### config.mk
export PLATFORM = sky130hd
export DESIGN_NAME = alarm_ctrl_flat
export DESIGN_NICKNAME = d
export VERILOG_FILES = /design/src/rtl/alarm_ctrl_if.sv /design/src/rtl/alarm_ctrl.sv /design/src/flat_wrapper.sv
export SDC_FILE = /design/constraint.sdc
export NUM_CORES = 1
export LEC_CHECK = 0
export ABC_AREA = 1
export CORE_ASPECT_RATIO = 1.5
export CORE_MARGIN = 5
export CORE_UTILIZATION = 53
export DETAILED_ROUTE_END_ITERATION = 12
export PLACE_DENSITY_LB_ADDON = 0.05
export RECOVER_POWER = 50
export REMOVE_ABC_BUFFERS = 1
export SYNTH_ARGS = -nofsm -noshare
export SYNTH_HDL_FRONTEND = slang
export SYNTH_SLANG_ARGS = --single-unit
### constraint.sdc
create_clock -name clk -period 1.97 [get_ports clk]
set_input_delay 0.197 -clock clk [delete_from_list [all_inputs] [get_ports clk]]
set_output_delay 0.197 -clock clk [all_outputs]
set_load 0.01 [all_outputs]
### src/rtl/alarm_ctrl_if.sv
// Button, tick and clock-digit inputs plus alarm-digit, mux-select, buzzer and mode
// outputs of the alarm controller.
interface alarm_ctrl_if;
  logic       tick_1hz;
  logic       btn_mode;
  logic       btn_inc;
  logic       btn_stop;
  logic       alarm_en;
  logic [3:0] a0, a1, a2, a3;
  logic [3:0] b0, b1, b2, b3;
  logic       alarm;
  logic       buzzer;
  logic [2:0] mode;

  modport master (
    output tick_1hz, btn_mode, btn_inc, btn_stop, alarm_en, a0, a1, a2, a3,
    input  b0, b1, b2, b3, alarm, buzzer, mode
  );

  modport slave (
    input  tick_1hz, btn_mode, btn_inc, btn_stop, alarm_en, a0, a1, a2, a3,
    output b0, b1, b2, b3, alarm, buzzer, mode
  );
endinterface

### src/rtl/alarm_ctrl.sv
// Alarm clock mode controller: holds the BCD alarm time, sequences view/set modes
// from buttons, rings the buzzer when the clock time reaches the alarm time.
module alarm_ctrl #(
  parameter int RING_SECS    = 60,
  parameter int EDIT_TIMEOUT = 10
) (
  input logic         clk,
  input logic         reset,
  alarm_ctrl_if.slave bus
);

  // state | meaning
  // TIME  | normal clock display, alarm armed for triggering
  // VIEW  | show alarm digits
  // SET_H | show alarm digits, btn_inc steps hours
  // SET_M | show alarm digits, btn_inc steps minutes
  // RING  | buzzer on until stop, disarm or ring timeout
  typedef enum logic [2:0] {
    S_TIME  = 3'd0,
    S_VIEW  = 3'd1,
    S_SET_H = 3'd2,
    S_SET_M = 3'd3,
    S_RING  = 3'd4
  } state_t;

  localparam logic [7:0] IDLE_LOAD = 8'(EDIT_TIMEOUT);
  localparam logic [7:0] RING_LOAD = 8'(RING_SECS);

  state_t     state, state_nxt;
  logic [7:0] idle_rem, ring_rem;
  logic [3:0] b0_q, b1_q, b2_q, b3_q;
  logic [3:0] hr_t, hr_u, mn_t, mn_u;
  logic       match, match_q;
  logic       any_btn, edit, ring_trig, idle_tc, ring_tc;
  logic       inc_h, inc_m;
  logic       alarm_d, buzzer_d, alarm_q, buzzer_q;

  assign any_btn   = bus.btn_mode | bus.btn_inc | bus.btn_stop;
  assign match     = ({bus.a3, bus.a2, bus.a1, bus.a0} == {b3_q, b2_q, b1_q, b0_q});
  assign edit      = (state == S_VIEW) || (state == S_SET_H) || (state == S_SET_M);
  assign ring_trig = bus.alarm_en & match & ~match_q;
  // A button in the same clk as the last tick reloads the timer, so no exit.
  assign idle_tc   = bus.tick_1hz & ~any_btn & (idle_rem == 8'd1);
  assign ring_tc   = bus.tick_1hz & (ring_rem == 8'd1);
  assign inc_h     = (state == S_SET_H) & bus.btn_inc & ~bus.btn_mode;
  assign inc_m     = (state == S_SET_M) & bus.btn_inc & ~bus.btn_mode;

  always_ff @(posedge clk or posedge reset) begin
    if (reset) state <= S_TIME;
    else       state <= state_nxt;
  end

  always_comb begin
    state_nxt = state;
    case (state)
      S_TIME: begin
        if (ring_trig)         state_nxt = S_RING;
        else if (bus.btn_mode) state_nxt = S_VIEW;
      end
      S_VIEW: begin
        if (bus.btn_mode)      state_nxt = S_SET_H;
        else if (idle_tc)      state_nxt = S_TIME;
      end
      S_SET_H: begin
        if (bus.btn_mode)      state_nxt = S_SET_M;
        else if (idle_tc)      state_nxt = S_TIME;
      end
      S_SET_M: begin
        if (bus.btn_mode)      state_nxt = S_TIME;
        else if (idle_tc)      state_nxt = S_TIME;
      end
      S_RING: begin
        if (bus.btn_stop || !bus.alarm_en || ring_tc) state_nxt = S_TIME;
      end
      default: state_nxt = S_TIME;
    endcase
  end

  always_comb begin
    alarm_d  = (state_nxt == S_VIEW) || (state_nxt == S_SET_H) || (state_nxt == S_SET_M);
    buzzer_d = (state_nxt == S_RING);
  end

  always_ff @(posedge clk or posedge reset) begin
    if (reset) begin
      alarm_q  <= 1'b0;
      buzzer_q <= 1'b0;
    end else begin
      alarm_q  <= alarm_d;
      buzzer_q <= buzzer_d;
    end
  end

  // Timers count remaining seconds down and fire on the last one.
  always_ff @(posedge clk or posedge reset) begin
    if (reset) begin
      idle_rem <= 8'd0;
      ring_rem <= 8'd0;
    end else begin
      if (any_btn)
        idle_rem <= IDLE_LOAD;
      else if (edit && bus.tick_1hz && idle_rem != 8'd0)
        idle_rem <= idle_rem - 8'd1;

      if (state == S_TIME && state_nxt == S_RING)
        ring_rem <= RING_LOAD;
      else if (state == S_RING && bus.tick_1hz && ring_rem != 8'd0)
        ring_rem <= ring_rem - 8'd1;
    end
  end

  always_comb begin
    if (b3_q == 4'd2 && b2_q == 4'd3) begin
      hr_t = 4'd0;
      hr_u = 4'd0;
    end else if (b2_q == 4'd9) begin
      hr_t = b3_q + 4'd1;
      hr_u = 4'd0;
    end else begin
      hr_t = b3_q;
      hr_u = b2_q + 4'd1;
    end

    if (b1_q == 4'd5 && b0_q == 4'd9) begin
      mn_t = 4'd0;
      mn_u = 4'd0;
    end else if (b0_q == 4'd9) begin
      mn_t = b1_q + 4'd1;
      mn_u = 4'd0;
    end else begin
      mn_t = b1_q;
      mn_u = b0_q + 4'd1;
    end
  end

  // match_q resets high so a match already present at reset never rings.
  always_ff @(posedge clk or posedge reset) begin
    if (reset) begin
      b0_q    <= 4'd0;
      b1_q    <= 4'd0;
      b2_q    <= 4'd0;
      b3_q    <= 4'd0;
      match_q <= 1'b1;
    end else begin
      match_q <= match;
      if (inc_h) begin
        b3_q <= hr_t;
        b2_q <= hr_u;
      end
      if (inc_m) begin
        b1_q <= mn_t;
        b0_q <= mn_u;
      end
    end
  end

  assign bus.b0     = b0_q;
  assign bus.b1     = b1_q;
  assign bus.b2     = b2_q;
  assign bus.b3     = b3_q;
  assign bus.alarm  = alarm_q;
  assign bus.buzzer = buzzer_q;
  assign bus.mode   = state;

endmodule
### src/flat_wrapper.sv
// flat-port wrapper written by rule: the top's interface ports become plain ports
module alarm_ctrl_flat 
#(
  parameter int RING_SECS    = 60,
  parameter int EDIT_TIMEOUT = 10
)
  (clk, reset, bus_tick_1hz, bus_btn_mode, bus_btn_inc, bus_btn_stop, bus_alarm_en, bus_a0, bus_a1, bus_a2, bus_a3, bus_b0, bus_b1, bus_b2, bus_b3, bus_alarm, bus_buzzer, bus_mode);
  alarm_ctrl_if bus_i ();
  input logic clk;
  input logic reset;
  input wire logic [$bits(bus_i.tick_1hz)-1:0] bus_tick_1hz;
  input wire logic [$bits(bus_i.btn_mode)-1:0] bus_btn_mode;
  input wire logic [$bits(bus_i.btn_inc)-1:0] bus_btn_inc;
  input wire logic [$bits(bus_i.btn_stop)-1:0] bus_btn_stop;
  input wire logic [$bits(bus_i.alarm_en)-1:0] bus_alarm_en;
  input wire logic [$bits(bus_i.a0)-1:0] bus_a0;
  input wire logic [$bits(bus_i.a1)-1:0] bus_a1;
  input wire logic [$bits(bus_i.a2)-1:0] bus_a2;
  input wire logic [$bits(bus_i.a3)-1:0] bus_a3;
  output wire logic [$bits(bus_i.b0)-1:0] bus_b0;
  output wire logic [$bits(bus_i.b1)-1:0] bus_b1;
  output wire logic [$bits(bus_i.b2)-1:0] bus_b2;
  output wire logic [$bits(bus_i.b3)-1:0] bus_b3;
  output wire logic [$bits(bus_i.alarm)-1:0] bus_alarm;
  output wire logic [$bits(bus_i.buzzer)-1:0] bus_buzzer;
  output wire logic [$bits(bus_i.mode)-1:0] bus_mode;
  assign bus_i.tick_1hz = bus_tick_1hz;
  assign bus_i.btn_mode = bus_btn_mode;
  assign bus_i.btn_inc = bus_btn_inc;
  assign bus_i.btn_stop = bus_btn_stop;
  assign bus_i.alarm_en = bus_alarm_en;
  assign bus_i.a0 = bus_a0;
  assign bus_i.a1 = bus_a1;
  assign bus_i.a2 = bus_a2;
  assign bus_i.a3 = bus_a3;
  assign bus_b0 = bus_i.b0;
  assign bus_b1 = bus_i.b1;
  assign bus_b2 = bus_i.b2;
  assign bus_b3 = bus_i.b3;
  assign bus_alarm = bus_i.alarm;
  assign bus_buzzer = bus_i.buzzer;
  assign bus_mode = bus_i.mode;
  alarm_ctrl #(.RING_SECS(RING_SECS), .EDIT_TIMEOUT(EDIT_TIMEOUT)) u_core (.clk(clk), .reset(reset), .bus(bus_i));
endmodule
==> results of run 1 <==
## power groups by stage
stage | Combinational, mW | Clock (mW) | Sequential, mW
6_report | 0.961 | 0.568 | 1.08
5_1_grt | 1.08 | 0.617 | 1.11
4_1_cts | 0.986 | 0.585 | 1.08
3_5_place_dp | 0.980 | 0 | 1.10
3_3_place_gp | 0.969 | 0 | 1.09
2_1_floorplan | 0.523 | 0 | 1.11
## per-layer routing
metal,vias up,track usage (%)
li1,1191,-
met1,1040,21.7
met2,42,35.4
met3,5,3.42
met4,0,6.43
met5,-,0
## how the worst min path moves through the flow
stage / from / end / slack, ns / depth (start not counted)
floorplan: bus_btn_mode / u_core.bus.mode[1]$_DFF_PP0_ / 0.34 / 2
global placement: u_core.idle_rem[1]$_DFFE_PP0P_ / u_core.idle_rem[1]$_DFFE_PP0P_ / 0.51 / 2
detailed placement: u_core.idle_rem[1]$_DFFE_PP0P_ / u_core.idle_rem[1]$_DFFE_PP0P_ / 0.51 / 2
CTS: reset / u_core.bus.mode[2]$_DFF_PP0_ / 0.33 / 3
global route: u_core.bus.b3[3]$_DFFE_PP0P_ / u_core.bus.b3[3]$_DFFE_PP0P_ / 0.56 / 1
finish: u_core.idle_rem[3]$_DFFE_PP0P_ / u_core.idle_rem[3]$_DFFE_PP0P_ / 0.52 / 2
## worst reg2reg max path: stages, from the launching register on
cell     delay, ns
dfrtp_1       0.50
nor2_2        0.15
nand4_1       0.32
nor2_4        0.28
nand2_1       0.09
o21ai_1       0.13
a21oi_1       0.06
## flip-flops by register name, summed over array words and instances (netlist names)
signal,cells
u_core.match_q,1
u_core.bus.mode,3
u_core.bus.buzzer,1
u_core.bus.b1,4
u_core.bus.b0,4
u_core.bus.b2,4
u_core.bus.alarm,1
u_core.bus.b3,4
u_core.idle_rem,8
u_core.ring_rem,8
## logic make-up (layout without fill, tap and decap cells)
logic type	after synthesis	after routing	synth area share, %
AND/OR/NAND/NOR	192	192	35.6
buffers and inverters	65	117	9.81
flip-flops	38	38	36.9
AO/OA/AOI/OAI	28	28	6.46
adder cells (fa/ha/maj)	14	14	6.80
XOR/XNOR	13	13	4.42
## stage by stage
step | power (mW) | cell area (um2) | hold slack, ns
floorplan | 1.63 | 2580 | 0.336
global placement | 2.06 | 3100 | 0.512
detailed placement | 2.07 | 3100 | 0.510
CTS | 2.65 | 3190 | 0.335
global route | 2.80 | 3180 | 0.558
finish | 2.61 | 3180 | 0.518
## cells in the final DEF (no fill, tap or decap), drive strengths merged
cell type      netlist  routed
a21oi                7       7
a31oi                1       1
clkbuf               0       7
clkdlybuf4s50        0      37
clkinv               4       5
clkinvlp             0       1
dfrtp               37      37
dfstp                1       1
dlygate4sd3          0       6
ha                  14      14
inv                 61      61
nand2               94      94
nand3               30      30
nand3b               1       1
nand4                8       8
nor2                52      52
nor3                 6       6
nor4                 1       1
o21ai               16      16
o221ai               1       1
o22ai                1       1
o31ai                2       2
xnor2                1       1
xor2                12      12
## layout make-up
cell class	instances	area share [%]
clock inverter	2	0.393
multi-input combinational	247	42.9
tap	66	2.60
timing repair buffer	44	13.7
inverter	65	7.94
sequential	38	29.9
clock buffer	6	2.60
==> metrics.md, run 1 <==
| Metric | Value |
|---|---|
| Die area | `0.00639 mm2` |
| Worst-Margin Slew | `0.957 ns` |
| Met3 WL | `188 um` |
| # rows | `31` |
| Power share of the clock group | `21.8%` |
| Met2 WL | `2.95 mm` |
| Setup tns final | `0 ns` |
| WS Path Type | `flip-flop to output port` |
| Routed Antenna Nets | `0` |
| Power Dens Cells | `819 mW/mm2` |
| Core Util, Final | `66.7%` |
| CP required | `1.77 ns` |
| Met1 WL | `2.31 mm` |
| EDFF count, synth | `0` |
| Area taken by multi-input logic gates | `0.00136 mm2` |
| Root Buffer | `clkbuf_8` |
| Post-Synthesis Cells | `350` |
| Layout cells sized above 1 | `10.7%` |
| Normalized max-slew margin | `36.2%` |
| FMAX | `605 MHz` |
| Psw | `979 uW` |
| Worst-Skew Late Latency | `0.29 ns` |
| Chip Height | `95.4 um` |
| Int Pwr | `1.63 mW` |
| RD Place Congestion | `0.811` |
| Synth Flop Type | `dfrtp_1` |
| Clk_skew | `0.00590 ns` |
| Clock transition at path regs | `0.08 ns` |
| DRC errors left | `0` |
| Logic pwr share | `36.9%` |
| Unrepaired setup endpoints after global routing | `false` |
| Synthesized flop and latch total | `38` |
| WP buf/inv | `1` |
| Pleak | `1.65 nW` |
| Synth area leader | `dfrtp_1` |
| CP max-delay cell | `clkdlybuf4s50_1` |
| Clk buf depth | `2` |
| IO Port Bufs | `43` |
| Vias post-DR | `2278` |
| Worst flop-to-flop path endpoint | `u_core.bus.b1[2]$_DFFE_PP0P_` |
| Final wirelength | `5.52 mm` |
| Drt wl/cell | `11.8 um` |
| Layout Nets | `438` |
| Post-cts hold buffer count | `0` |
| Final period util | `83.9%` |
| Final-report hold violation count | `0` |
| Worst vdd ir | `559 uV` |
| Worst setup endpoint | `bus_mode[2]` |
| Ranking of synthesized cells by area | `dfrtp_1 36%, nand2_1 13%, inv_1 7.9%` |
| Total CTS buffers | `5` |
| Setup WS post-layout | `0.318 ns` |
| Netlist cell types | `32` |
| Final Max Tran Viols | `0` |
| Ant. Diodes | `0` |
| Switching share of power | `37.6%` |
| CP Depth | `1` |
| Initial Util | `54.0%` |
| Post-DR vias/cell | `4.87` |
| CTS sink cnt | `38` |
| Avg Inst Size Synth | `7.36 um2` |
| Worst Setup End Kind | `output port` |
| First-pass GRT wire length | `9.52 mm` |
| Global-route usage over all layers | `19.2%` |
| Hold WC Path Type | `flip-flop to flip-flop` |
| Async S/R FF share, synth | `100%` |
| Layout area overhead | `23.4%` |
| Top Metal Used | `met4` |
| Postcts setup bufs | `0` |
| Final setup fails | `0` |
| Seq/Total Area, Yosys | `36.9%` |
| Worst Setup SP | `u_core.bus.mode[2]$_DFF_PP0_` |
| Die width | `66.9 um` |
| Critical path launch point type | `flip-flop` |
| Ys Warns | `0` |
| Vias in the first global route | `2227` |
| Post-DP HPWL | `4.38 mm` |
| Worst-path fanout max | `6` |
| Initial drt markers | `117` |
| Pre-CTS setup slack | `0.223 ns` |
| Storage cell area | `952 um2` |
| Status | `completed` |
| Largest net degree at the start of global routing | `39` |
| GR Overflow Total | `0` |
| Post_cts resized | `0` |
| Synthesized cell area | `0.00258 mm2` |
| Reg-to-reg critical path startpoint | `u_core.bus.mode[2]$_DFF_PP0_` |
| Yosys top cell area share | `35.9%` |
| Commonest cells in the netlist | `91 x nand2_1, 54 x inv_1, 37 x dfrtp_1, 37 x nor2_1, 25 x nand3_1` |
| Total of max-cap violations | `0` |
| Initial antenna violation count | `0` |
| DRT Pass-1 Iters | `7` |
| Reg2reg setup slack | `0.33 ns` |
| Placed Instances | `460` |
| I/O Pins | `44` |
| Most common cell in the netlist | `nand2_1` |
| Arr. time, crit path | `1.46 ns` |
| Placeable Area | `0.00477 mm2` |
| Final Critical Period | `1.65 ns` |
| Number of cells in the finished layout apart from fillers | `468` |
| Reg power frac | `41.4%` |
| TritonCTS clock tree | `done` |
| Cell Chain, Critical Path | `clkdlybuf4s50_1` |
| Slowest stage delay, CP | `0.62 ns` |
| Worst-case reg-to-reg path depth | `6` |
| FILL cells | `452` |
| H-Tree Depth | `2` |
| Top delay family on crit path | `buffers and inverters` |
Note: power is estimated with default switching activity, not from simulation.
==> run 2: changes to the inputs <==
--- a/config.mk
+++ b/config.mk
@@ -8,7 +8,7 @@
 export ABC_AREA = 1
 export CORE_ASPECT_RATIO = 1.5
 export CORE_MARGIN = 5
-export CORE_UTILIZATION = 53
+export CORE_UTILIZATION = 48
 export DETAILED_ROUTE_END_ITERATION = 12
 export PLACE_DENSITY_LB_ADDON = 0.05
 export RECOVER_POWER = 50
==> constraint.sdc (replaced) <==
create_clock -name clk -period 1.4 [get_ports clk]
set_input_delay 0.14 -clock clk [delete_from_list [all_inputs] [get_ports clk]]
set_output_delay 0.14 -clock clk [all_outputs]
set_load 0.01 [all_outputs]
==> metrics.md, run 2 (synthesized netlist as in run 1, its figures left out) <==
| Metric | Value |
|---|---|
| First-pass GRT wire length | `11.0 mm (+16%)` |
| Violated checks | `setup timing` |
| Worst vdd ir | `808 uV (+44%)` |
| DRC errors left | `0 (unchanged)` |
| Storage cell area | `956 um2 (+0.39%)` |
| RD Place Congestion | `0.811 (about the same)` |
| Final-report hold violation count | `0 (unchanged)` |
| Die width | `69.8 um (+4.3%)` |
| Worst-path fanout max | `2 (-4)` |
| Clk buf depth | `2 (unchanged)` |
| Placed cell area | `0.00352 mm2 (+13%)` |
| Finished Cell Area | `0.00404 mm2 (+27%)` |
| Unrepaired setup endpoints after global routing | `true` |
| Final period util | `106%` |
| Psw | `1.75 mW (+78%)` |
| CP required | `1.56 ns (-0.21 ns)` |
| Most common cell after layout, fill and taps aside | `nand2_1` |
| Area taken by multi-input logic gates | `0.00158 mm2 (+16%)` |
| Hold_ws | `0.442 ns (-0.0768 ns)` |
| Status | `finished, violations left` |
| Total CTS buffers | `5 (unchanged)` |
| Largest net degree at the start of global routing | `39 (unchanged)` |
| Number of cells in the finished layout apart from fillers | `548 (+17%)` |
| Placeable Area | `0.00516 mm2 (+8.3%)` |
| Power share of the clock group | `18.0% (-3.8 points)` |
| Final setup fails | `9 (+9)` |
| GRT met3 Usage | `3.34% (-0.083 points)` |
| Global-route usage over all layers | `19.3% (+0.11 points)` |
| FILL cells | `371 (-18%)` |
| Critical path launch point type | `flip-flop` |
| Worst Setup SP | `u_core.bus.b0[2]$_DFFE_PP0P_` |
| Initial Util | `49.9% (-4.1 points)` |
| Setup tns final | `-0.252 ns (-0.252 ns)` |
| Reg-to-reg critical path startpoint | `u_core.bus.b0[2]$_DFFE_PP0P_` |
| Global routing usage on met1 | `20.4% (-1.3 points)` |
| GR Overflow Total | `0 (unchanged)` |
| Clock transition at path regs | `0.08 ns (about the same)` |
| Clk_skew | `0.00763 ns (+0.00173 ns)` |
| DRT Pass-1 Iters | `4 (-3)` |
| Int Pwr | `2.84 mW (+74%)` |
| Worst flop-to-flop path endpoint | `u_core.match_q$_DFF_PP1_` |
| Met2 Use GR | `37.7% (+2.3 points)` |
| Worst-Skew Late Latency | `0.30 ns (about the same)` |
| Vias in the first global route | `2598 (+17%)` |
| Power Dens Cells | `1140 mW/mm2 (+39%)` |
| Layout Nets | `516 (+18%)` |
| Final Power | `4.58 mW (+76%)` |
| Total of max-cap violations | `0 (unchanged)` |
| Die area | `0.00697 mm2 (+9.1%)` |
| Post-DR vias/cell | `4.93 (+1.2%)` |
| I/O Pins | `44 (unchanged)` |
| Arr. time, crit path | `1.65 ns (+0.19 ns)` |
| Post-cts hold buffer count | `0 (unchanged)` |
| Worst-Margin Slew | `0.962 ns (+0.00484 ns)` |
| Layout area overhead | `56.7%` |
| Post-DP HPWL | `4.81 mm (+9.9%)` |
| FMAX | `673 MHz` |
| Reg2reg setup slack | `-0.09 ns (-0.42 ns)` |
| Normalized max-slew margin | `35.9% (-0.32 points)` |
| Routed Antenna Nets | `0 (unchanged)` |
| Pre-CTS setup slack | `-0.240 ns (-0.463 ns)` |
| GRT Max-Usage Layer | `met2` |
| Core Util, Final | `78.2% (+11 points)` |
| Layout cells sized above 1 | `36.3% (+26 points)` |
| WS Path Type | `flip-flop to flip-flop` |
| Most frequent cells in the layout | `78 x nand2_1, 72 x buf_4, 48 x inv_1` |
| Final Max Tran Viols | `0 (unchanged)` |
| Vias post-DR | `2699 (+18%)` |
| Largest registers | `u_core.idle_rem x8, u_core.ring_rem x8` |
| Drt wl/cell | `13.2 um (+12%)` |
| # rows | `32 (+3.2%)` |
| Worst setup endpoint | `u_core.match_q$_DFF_PP1_` |
| Pleak | `2.12 nW (+29%)` |
| Initial antenna violation count | `0 (unchanged)` |
| CTS sink cnt | `38 (unchanged)` |
| H-Tree Depth | `2 (unchanged)` |
| Ant. Diodes | `0 (unchanged)` |
| Root Buffer | `clkbuf_8` |
| Worst-case reg-to-reg path depth | `7 (+1)` |
| Switching share of power | `38.1% (+0.53 points)` |
| Placed Instances | `514 (+12%)` |
| TritonCTS clock tree | `done` |
| Hold WC Path Type | `input port to async pin` |
| Worst Setup End Kind | `flip-flop` |
| Initial drt markers | `96 (-18%)` |
| Final Critical Period | `1.49 ns` |
| Logic pwr share | `50.3% (+13 points)` |
| Setup WS post-layout | `-0.0861 ns (-0.404 ns)` |
| Final wirelength | `7.22 mm (+31%)` |
| Chip Height | `99.7 um (+4.5%)` |
| Reg power frac | `31.7% (-9.7 points)` |
| IO Port Bufs | `43 (unchanged)` |
-- run 2: how the worst min path moves through the flow --
stage                       from                      endpoint  slack, ns  cells past startpoint
floorplan           bus_btn_mode  u_core.bus.mode[1]$_DFF_PP0_       0.28                      2
global placement           reset  u_core.bus.b0[1]$_DFFE_PP0P_       0.51                      3
detailed placement         reset  u_core.bus.b0[1]$_DFFE_PP0P_       0.52                      3
CTS                        reset  u_core.bus.b0[1]$_DFFE_PP0P_       0.20                      3
global route               reset  u_core.bus.mode[2]$_DFF_PP0_       0.55                      3
finish                     reset  u_core.bus.b1[0]$_DFFE_PP0P_       0.44                      3
-- run 2: timing repair --
item	CTS	global route
pin swaps	19	22
setup endpoints to repair	30	41
buffers inserted	15	12
resized for setup	31	69
-- run 2: layout make-up --
cell class	instances	share of cell area [%]
clock buffer	6	2.05
clock inverter	2	0.310
inverter	65	6.60
multi-input combinational	247	39.1
sequential	38	23.7
tap	68	2.11
timing repair buffer	122	26.2
-- run 2: worst max-delay path, stage by stage, from the launching register on --
cell and delay [ns]:
dfrtp_1 0.40, buf_6 0.13, nand2_2 0.05, nand2_1 0.05
nor2_1 0.10, nand2_2 0.09, buf_4 0.14, nor4_1 0.40
-- run 2: power groups by stage --
| stage | Clock [mW] | Sequential, mW | Combinational, mW |
|---|---|---|---|
| 3_5_place_dp | 0 | 1.45 | 1.88 |
| 2_1_floorplan | 0 | 1.56 | 0.736 |
| 4_1_cts | 0.817 | 1.43 | 1.93 |
| 3_3_place_gp | 0 | 1.45 | 1.85 |
| 5_1_grt | 0.894 | 1.47 | 2.50 |
| 6_report | 0.823 | 1.45 | 2.31 |
-- run 2: per-layer routing --
metal  routed length [um]  part of all wire, %
met5                    0                    0
met4                  116                  1.6
met3                  296                  4.1
met2                 4090                   57
met1                 2720                   38
==> run 3: changes to the inputs <==
--- a/config.mk
+++ b/config.mk
@@ -6,7 +6,7 @@
 export NUM_CORES = 1
 export LEC_CHECK = 0
 export ABC_AREA = 1
-export CORE_ASPECT_RATIO = 1.5
+export CORE_ASPECT_RATIO = 0.6
 export CORE_MARGIN = 5
 export CORE_UTILIZATION = 48
 export DETAILED_ROUTE_END_ITERATION = 12
==> metrics.md, run 3 (synthesized netlist as in run 1, its figures left out) <==
| Metric | Value |
|---|---|
| Core Util, Final | `80.1% (+1.9 points)` |
| Critical path launch point type | `flip-flop` |
| Die width | `105 um (+50%)` |
| Worst vdd ir | `809 uV (+0.13%)` |
| Vias post-DR | `2673 (-0.96%)` |
| IO Port Bufs | `43 (unchanged)` |
| Finished Cell Area | `0.00411 mm2 (+1.8%)` |
| Worst-Skew Late Latency | `0.30 ns (about the same)` |
| Setup WS post-layout | `-0.0476 ns (+0.0385 ns)` |
| TritonCTS clock tree | `done` |
| Global-route usage over all layers | `21.3% (+2.0 points)` |
| CP Depth | `10 (+3)` |
| Placeable Area | `0.00513 mm2 (-0.68%)` |
| Clk buf depth | `2 (unchanged)` |
| Total CTS buffers | `5 (unchanged)` |
| Largest registers | `u_core.idle_rem x8, u_core.ring_rem x8` |
| Slowest stage delay, CP | `0.42 ns (+0.02 ns)` |
| Clk_skew | `0.0101 ns (+0.00247 ns)` |
| Chip Height | `66.8 um (-33%)` |
| Number of cells in the finished layout apart from fillers | `542 (-1.1%)` |
| Worst flop-to-flop path endpoint | `u_core.bus.b3[3]$_DFFE_PP0P_` |
| Worst-case reg-to-reg path depth | `10 (+3)` |
| Worst Setup End Kind | `flip-flop` |
| Total of max-cap violations | `0 (unchanged)` |
| Most common cell after layout, fill and taps aside | `nand2_1` |
| Setup tns final | `-0.202 ns (+0.0496 ns)` |
| Initial Util | `50.2% (+0.34 points)` |
| Final-report hold violation count | `0 (unchanged)` |
| # rows | `20 (-38%)` |
| Root Buffer | `clkbuf_8` |
| Layout cells sized above 1 | `39.9% (+3.7 points)` |
| Initial antenna violation count | `0 (unchanged)` |
| Most frequent cells in the layout | `72 x nand2_1, 64 x buf_4, 45 x inv_1` |
| DRC errors left | `0 (unchanged)` |
| Ant. Diodes | `0 (unchanged)` |
| FMAX | `691 MHz (+2.7%)` |
| First-pass GRT wire length | `11.9 mm (+7.8%)` |
| Layout area overhead | `59.4%` |
| Routed Antenna Nets | `0 (unchanged)` |
| WS Path Type | `flip-flop to flip-flop` |
| I/O Pins | `44 (unchanged)` |
| Final Power | `4.56 mW (-0.41%)` |
| Final wirelength | `7.76 mm (+7.5%)` |
| Clock transition at path regs | `0.08 ns (about the same)` |
| Reg2reg setup slack | `-0.05 ns (+0.04 ns)` |
| GR Overflow Total | `0 (unchanged)` |
| Final Critical Period | `1.45 ns (-0.0385 ns)` |
| RD Place Congestion | `0.816 (+0.62%)` |
| Die area | `0.00698 mm2 (+0.26%)` |
| Worst-Margin Slew | `1.03 ns (+0.0675 ns)` |
| Drt wl/cell | `14.3 um (+8.7%)` |
| Pleak | `2.07 nW (-2.2%)` |
| CP max-delay cell | `dfrtp_1` |
| WP buf/inv | `4 (+2)` |
| Final period util | `103% (-2.7 points)` |
| DRT Pass-1 Iters | `5 (+1)` |
| Post-DR vias/cell | `4.93 (+0.13%)` |
| Unrepaired setup endpoints after global routing | `true` |
| Post-cts hold buffer count | `0 (unchanged)` |
| Final setup fails | `12 (+3)` |
| Placed cell area | `0.00347 mm2 (-1.4%)` |
| Reg-to-reg critical path startpoint | `u_core.bus.mode[1]$_DFF_PP0_` |
| Worst Setup SP | `u_core.bus.mode[1]$_DFF_PP0_` |
| Worst setup endpoint | `u_core.bus.b3[3]$_DFFE_PP0P_` |
| Top delay family on crit path | `flip-flops` |
| Worst-path fanout max | `6 (+4)` |
| H-Tree Depth | `2 (unchanged)` |
| Cell Chain, Critical Path | `buf_6, inv_4, nor2_4, nand2_2, inv_2, nand3_4, clkinv_4, nand2_8, nor2_4, xor2_1` |
| Largest net degree at the start of global routing | `39 (unchanged)` |
| Violated checks | `setup timing` |
| Top cell by count, worst path | `nor2_4` |
| CTS sink cnt | `38 (unchanged)` |
| Initial drt markers | `144 (+50%)` |
| Vias in the first global route | `2581 (-0.65%)` |
| Normalized max-slew margin | `31.4% (-4.5 points)` |
| Post-DP HPWL | `4.94 mm (+2.5%)` |
| Arr. time, crit path | `1.67 ns (+0.02 ns)` |
| CP required | `1.62 ns (+0.06 ns)` |
| Power Dens Cells | `1110 mW/mm2 (-2.1%)` |
| Final Max Tran Viols | `0 (unchanged)` |
| Status | `finished, violations left` |
| Layout Nets | `513 (-0.58%)` |
| Hold WC Path Type | `input port to async pin` |
| Placed Instances | `506 (-1.6%)` |
-- run 3: area by class of cell --
type | count | area, um2
Timing Repair Buffer | 118 | 1020
Tap cell | 66 | 82.6
Inverter | 65 | 268
Clock buffer | 7 | 76.3
Multi-Input combinational cell | 248 | 1710
Fill cell | 347 | 1020
Sequential cell | 38 | 957
-- run 3: power by group --
part	switching [mW]	internal [mW]
logic	1.21	1.14
clock network	0.405	0.344
registers	0.194	1.27
-- run 3: worst min path at each step --
stage | slack (ns) | start | to
finish | 0.48 | reset | u_core.bus.b3[0]$_DFFE_PP0P_
global route | 0.59 | reset | u_core.bus.b3[3]$_DFFE_PP0P_
CTS | 0.22 | reset | u_core.bus.b3[1]$_DFFE_PP0P_
detailed placement | 0.54 | reset | u_core.bus.b1[2]$_DFFE_PP0P_
global placement | 0.52 | reset | u_core.bus.b1[2]$_DFFE_PP0P_
floorplan | 0.28 | bus_btn_mode | u_core.bus.mode[1]$_DFF_PP0_
-- run 3: worst register-to-register path, delay by kind of cell (launching register included) --
kind,cells,cell delay (ns)
and+or+nand+nor,5,0.41
DFF,1,0.42
buffers and inverters,4,0.38
xor gates and xnor gates,1,0.17
-- run 3: metrics by stage --
step / hold WS (ns) / setup slack [ns]
after floorplan: 0.279 / -0.0158
after global placement: 0.523 / -0.200
after detailed placement: 0.536 / -0.237
after CTS: 0.216 / -0.0318
after global routing: 0.586 / -0.144
final: 0.479 / -0.0476
-- run 3: what timing repair did --
action	CTS	global route
gates cloned	1	0
setup endpoints to repair	37	38
buffers inserted	10	19
pin swaps	13	32
gates resized for setup	41	93
-- run 3: layer usage --
layer / GRT usage [%] / share of wire [%] / wire (um)
met2: 34.1 / 48 / 3730
met5: 0 / 0 / 0
met3: 5.23 / 4.6 / 356
met4: 5.58 / 1.5 / 116
met1: 28.9 / 46 / 3560
